File: config.mk
export PLATFORM = sky130hd
export DESIGN_NAME = add_seq_arbiter
export DESIGN_NICKNAME = d
export VERILOG_FILES = /design/src/rtl/add_seq_pkg.sv /design/src/rtl/add32_cin.sv /design/src/rtl/add_seq_arbiter.sv
export SDC_FILE = /design/constraint.sdc
export NUM_CORES = 1
export LEC_CHECK = 0
export ABC_AREA = 1
export CAP_MARGIN = 30
export CORE_MARGIN = 5
export CORE_UTILIZATION = 42
export CTS_CLUSTER_SIZE = 30
export DETAILED_ROUTE_END_ITERATION = 7
export DONT_BUFFER_PORTS = 1
export HOLD_SLACK_MARGIN = 0.12
export MAX_ROUTING_LAYER = met4
export PLACE_DENSITY = 0.56
export SYNTH_ARGS = -nofsm -noshare
export SYNTH_HDL_FRONTEND = slang
export SYNTH_HIERARCHICAL = 1
export SYNTH_SLANG_ARGS = --single-unit
File: constraint.sdc
create_clock -name clk -period 3.7 [get_ports clk]
set_input_delay 0.74 -clock clk [delete_from_list [all_inputs] [get_ports clk]]
set_output_delay 0.74 -clock clk [all_outputs]
set_load 0.05 [all_outputs]
File: src/rtl/add_seq_pkg.sv
// Shared types and constants for the two-requester multi-word sequential adder.
package add_seq_pkg;

  localparam int unsigned WIDTH_DEFAULT = 32;
  localparam int unsigned NREQ          = 2;

  typedef enum logic {
    ST_IDLE = 1'b0,
    ST_RUN  = 1'b1
  } state_e;

  // Side-band flags travelling with each result word.
  typedef struct packed {
    logic last;
    logic carry;
    logic err;
    logic id;
  } sum_flag_t;

endpackage

File: src/rtl/add32_cin.sv
// Combinational word adder with carry-in and carry-out.
module add32_cin
  import add_seq_pkg::*;
#(
  parameter int unsigned WIDTH = WIDTH_DEFAULT
) (
  input  logic [WIDTH-1:0] a,
  input  logic [WIDTH-1:0] b,
  input  logic             cin,
  output logic [WIDTH-1:0] sum,
  output logic             cout
);

  assign {cout, sum} = (WIDTH+1)'(a) + (WIDTH+1)'(b) + (WIDTH+1)'(cin);

endmodule

File: src/rtl/add_seq_arbiter.sv
// Round-robin arbiter feeding one shared adder with multi-word operations,
// carry chained word to word and results emitted least-significant first.
module add_seq_arbiter
  import add_seq_pkg::*;
#(
  parameter int unsigned WIDTH     = WIDTH_DEFAULT,
  parameter int unsigned MAX_WORDS = 8
) (
  input  logic                  clk,
  input  logic                  rst_n,
  input  logic [NREQ-1:0]       req_valid,
  output logic [NREQ-1:0]       req_ready,
  input  logic [NREQ*WIDTH-1:0] req_a,
  input  logic [NREQ*WIDTH-1:0] req_b,
  input  logic [NREQ-1:0]       req_last,
  output logic                  sum_valid,
  input  logic                  sum_ready,
  output logic [WIDTH-1:0]      sum_data,
  output logic                  sum_last,
  output logic                  sum_carry,
  output logic                  sum_err,
  output logic                  sum_id,
  output logic                  busy
);

  localparam int unsigned CNT_W = $clog2(MAX_WORDS + 1);

  state_e           state_q, state_d;
  logic             owner_q, owner_d;
  logic             rr_q, rr_d;
  logic             carry_q, carry_d;
  logic [CNT_W-1:0] cnt_q, cnt_d;
  logic             sum_valid_q, sum_valid_d;
  logic [WIDTH-1:0] sum_data_q, sum_data_d;
  sum_flag_t        sum_flag_q, sum_flag_d;

  logic             grant_c;
  logic             out_free_c;
  logic             accept_c;
  logic             at_limit_c;
  logic             final_c;
  logic [WIDTH-1:0] add_a_c, add_b_c, add_sum_c;
  logic             add_cout_c;

  // Owner operand select and shared adder.
  assign add_a_c = owner_q ? req_a[2*WIDTH-1:WIDTH] : req_a[WIDTH-1:0];
  assign add_b_c = owner_q ? req_b[2*WIDTH-1:WIDTH] : req_b[WIDTH-1:0];

  add32_cin #(.WIDTH(WIDTH)) u_add (
    .a    (add_a_c),
    .b    (add_b_c),
    .cin  (carry_q),
    .sum  (add_sum_c),
    .cout (add_cout_c)
  );

  // Both valid: rr_q names the favoured requester; otherwise the lone one.
  assign grant_c    = (req_valid[0] && req_valid[1]) ? rr_q : !req_valid[0];
  assign out_free_c = !sum_valid_q || sum_ready;
  assign accept_c   = (state_q == ST_RUN) && req_valid[owner_q] && out_free_c;
  assign at_limit_c = (cnt_q == CNT_W'(MAX_WORDS - 1));
  assign final_c    = req_last[owner_q] || at_limit_c;

  always_ff @(posedge clk or negedge rst_n) begin
    if (!rst_n) begin
      state_q     <= ST_IDLE;
      owner_q     <= 1'b0;
      rr_q        <= 1'b0;
      carry_q     <= 1'b0;
      cnt_q       <= '0;
      sum_valid_q <= 1'b0;
      sum_data_q  <= '0;
      sum_flag_q  <= '0;
    end else begin
      state_q     <= state_d;
      owner_q     <= owner_d;
      rr_q        <= rr_d;
      carry_q     <= carry_d;
      cnt_q       <= cnt_d;
      sum_valid_q <= sum_valid_d;
      sum_data_q  <= sum_data_d;
      sum_flag_q  <= sum_flag_d;
    end
  end

  // Next state.
  always_comb begin
    state_d = state_q;
    unique case (state_q)
      ST_IDLE: if (|req_valid)          state_d = ST_RUN;
      ST_RUN:  if (accept_c && final_c) state_d = ST_IDLE;
      default:                          state_d = ST_IDLE;
    endcase
  end

  // Datapath updates and handshake.
  always_comb begin
    owner_d     = owner_q;
    rr_d        = rr_q;
    carry_d     = carry_q;
    cnt_d       = cnt_q;
    sum_valid_d = sum_valid_q;
    sum_data_d  = sum_data_q;
    sum_flag_d  = sum_flag_q;
    req_ready   = '0;

    if (sum_valid_q && sum_ready) sum_valid_d = 1'b0;

    if (state_q == ST_IDLE) begin
      if (|req_valid) begin
        owner_d = grant_c;
        rr_d    = !grant_c;
        carry_d = 1'b0;
        cnt_d   = '0;
      end
    end else begin
      req_ready[owner_q] = out_free_c;
      if (accept_c) begin
        cnt_d            = cnt_q + CNT_W'(1);
        carry_d          = add_cout_c;
        sum_valid_d      = 1'b1;
        sum_data_d       = add_sum_c;
        sum_flag_d.last  = final_c;
        sum_flag_d.carry = final_c && add_cout_c;
        sum_flag_d.err   = at_limit_c && !req_last[owner_q];
        sum_flag_d.id    = owner_q;
      end
    end
  end

  assign sum_valid = sum_valid_q;
  assign sum_data  = sum_data_q;
  assign sum_last  = sum_flag_q.last;
  assign sum_carry = sum_flag_q.carry;
  assign sum_err   = sum_flag_q.err;
  assign sum_id    = sum_flag_q.id;
  assign busy      = (state_q != ST_IDLE) || sum_valid_q;

endmodule

==> qor.txt <==
Postcts setup bufs = 0
Starting Density = 42.4%
Clock transition at path regs = 0.07 ns
Mapped cell area = 5050 µm²
Ys Warns = 6
Post-synth cell types = 28
Clock Skews = 0.00846 ns
Unrepaired setup endpoints after global routing = false
Drt drc = 0
Largest net degree at the start of global routing = 49
Starting DRT DRC Count = 249
Detailed placement HPWL = 11.7 mm
Sequential share of the synthesized area = 22.3%
Net Count, Synth = 1101
CTS tree = yes
DR WL/cell = 13.3 µm
Setup crit start kind = flop
Layout area overhead = 5.70%
Worst-skew pair later-pin latency = 0.29 ns
Fmax = 349 MHz
Number of global-route vias before repair = 4814
CTS buffer count = 5
P per Cell Area = 1170 nW/µm²
Critical Path AT = 3.01 ns
Die height = 120 µm
Worst-margin pin slew = 0.880 ns
Min-Delay Path Class = in -> async
Finished Layout Cells = 1070
Detail Route Antenna Nets = 0
Fillcell total = 1347
# diodes = 0
Antenna violations before repair = 0
Post-Syn Instances = 932
Setup crit end kind = flop
Post-layout min period = 2.87 ns
Worst vdd ir = 0.321 mV
Setup WS pre-CTS = 0.815 ns
Status = completed
GPL Wtd Cong = 0.934
WS Path Type = reg -> reg
Share of post-route cells with drive strength above 1 = 3.14%
Die area = 14300 µm²
Die width = 120 µm
Final Total Pwr = 0.00624 W
Maxcap violations = 0
Worst endpoint required time = 3.85 ns
Htree depth = 2
CTS max path bufs = 2
# rows = 40
PortBufs = 0
CTS resizes = 0
Vias per cell = 4.78
CTS root buffer = clkbuf_16
Worst R2R Path Depth = 12
Via count = 5119
Hold Violations, Final = 0
Post-synthesis average cell area = 5.42 µm²
Slew headroom = 41.1%
# clock sinks = 45
I/O pin total = 175
Total track usage = 20.4%
Setup TNS = 0 ns
Register Area = 1130 µm²
Multi-input gate area = 3300 µm²
First-pass GRT wire length = 23.3 mm
# hold bufs at CTS = 0
Gr ovfl total = 0
Synth Register Bits = 45
Leak pwr = 3.49 nW
Final #Nets = 1091
Period utilization = 77.4%
Final setup violation count = 0
Final Max Slew Viols = 0
Setup ws final = 0.835 ns
Placed Cells incl. Taps = 1062
DRT Pass-1 Iters = 5
Crit-path max FO = 32
Final WL = 14.3 mm
Core area = 11900 µm²
[per-layer routing]
metal	part of all wire [%]	up-vias	global-route usage, %	wire length (µm)
li1	-	2765	-	-
met1	48	2207	27.0	6910
met2	45	139	32.9	6380
met3	5.7	8	3.35	812
met4	1.1	0	4.44	150
met5	0	-	-	0
[synthesized netlist by cell type, drive strengths merged]
library cell  instances  area share [%]
nor2                 47             3.6
ha                   32             7.9
o21ai                 5            0.50
or2                   2            0.25
o21bai                1            0.15
nand2               557              42
dfrtp                45              22
inv                 129             9.6
fa                    2            0.79
nand4                 5            0.62
nand3b                1            0.15
nand3                37             3.9
clkbuf                4            0.30
buf                  19             2.4
a21oi                21             2.1
o21a                  1            0.15
nor3b                 1            0.15
xor2                 14             2.4
xnor2                 1            0.17
a21o                  1            0.15
nor3                  7            0.69
[worst paths after layout]
kind,startpoint,end,slack (ns)
worst max-delay path,owner_q,sum_carry,0.83
worst min-delay path,rst_n,sum_data[26],0.14
worst max register to register,owner_q,sum_carry,0.83
worst min register to register,rr_q,rr_q,0.48
max in group asynchronous,rst_n,owner_q,3.47
min in group clk,rr_q,rr_q,0.48
[area by class of cell]
type / instances / share of cell area (%)
clock inverter: 3 / 1.29
clock buffer: 5 / 2.34
inverter: 129 / 9.07
multi-input combinational: 735 / 61.9
sequential: 45 / 21.1
tap: 147 / 3.45
timing repair buffer: 6 / 0.844
[placed cells by master (no fill, tap or decap), types with 2 or more instances in the layout]
cell / count
xor2_1: 14
nand3_2: 2
nor2_1: 45
a21oi_1: 21
nand4_1: 5
nor2_2: 2
nor3_1: 7
dfrtp_1: 44
clkbuf_16: 5
buf_4: 6
inv_1: 127
nand3_1: 35
inv_2: 2
nand2_1: 550
ha_1: 32
fa_1: 2
o21ai_0: 5
nand2_2: 7
bufinv_16: 2
[cells by family (layout without fill, tap and decap cells)]
group | count (synthesis) | in the layout | share of synthesized area, %
buffers and inverters | 152 | 143 | 12.3
xor gates and xnor gates | 15 | 15 | 2.60
adders and majority gates | 34 | 34 | 8.72
DFF | 45 | 45 | 22.3
and+or+nand+nor | 657 | 657 | 51.1
AOI/OAI and AO/OA | 29 | 29 | 3.02
[power by group]
group / total, W / internal [W] / switching [W] / leakage (nW)
Clock: 0.000592 / 0.000390 / 0.000202 / 0.0944
Combinational: 0.00407 / 0.00134 / 0.00273 / 2.83
Sequential: 0.00158 / 0.000721 / 0.000857 / 0.559
[through the flow]
stage,cell area [µm²],utilization (%),hold WS [ns]
2_1_floorplan,5050,-,0.442
3_3_place_gp,5140,43.2,0.446
3_5_place_dp,5140,43.2,0.446
4_1_cts,5340,44.8,0.134
5_1_grt,5340,44.8,0.128
6_report,5340,44.8,0.142
[critical path, cell delays in order (launching register included)]
cell and delay [ns]:
dfrtp_2 0.41, inv_2 0.36, buf_4 0.41, nand2_1 0.09, nand2_1 0.08, ha_1 0.29
a21oi_1 0.23, nor2_1 0.07, o21ai_0 0.21, nor3b_1 0.30, nand2_1 0.11, nand2_1 0.07
o21ai_0 0.06
[sequential cells by signal, indices dropped and copies added, names as in the netlist]
name	cells
sum_data	32
owner_q	1
cnt_q	4
sum_valid	1
sum_carry	1
carry_q	1
rr_q	1
state_q	1
sum_id	1
sum_last	1
sum_err	1
No activity file was read; power rests on OpenSTA's default activity.
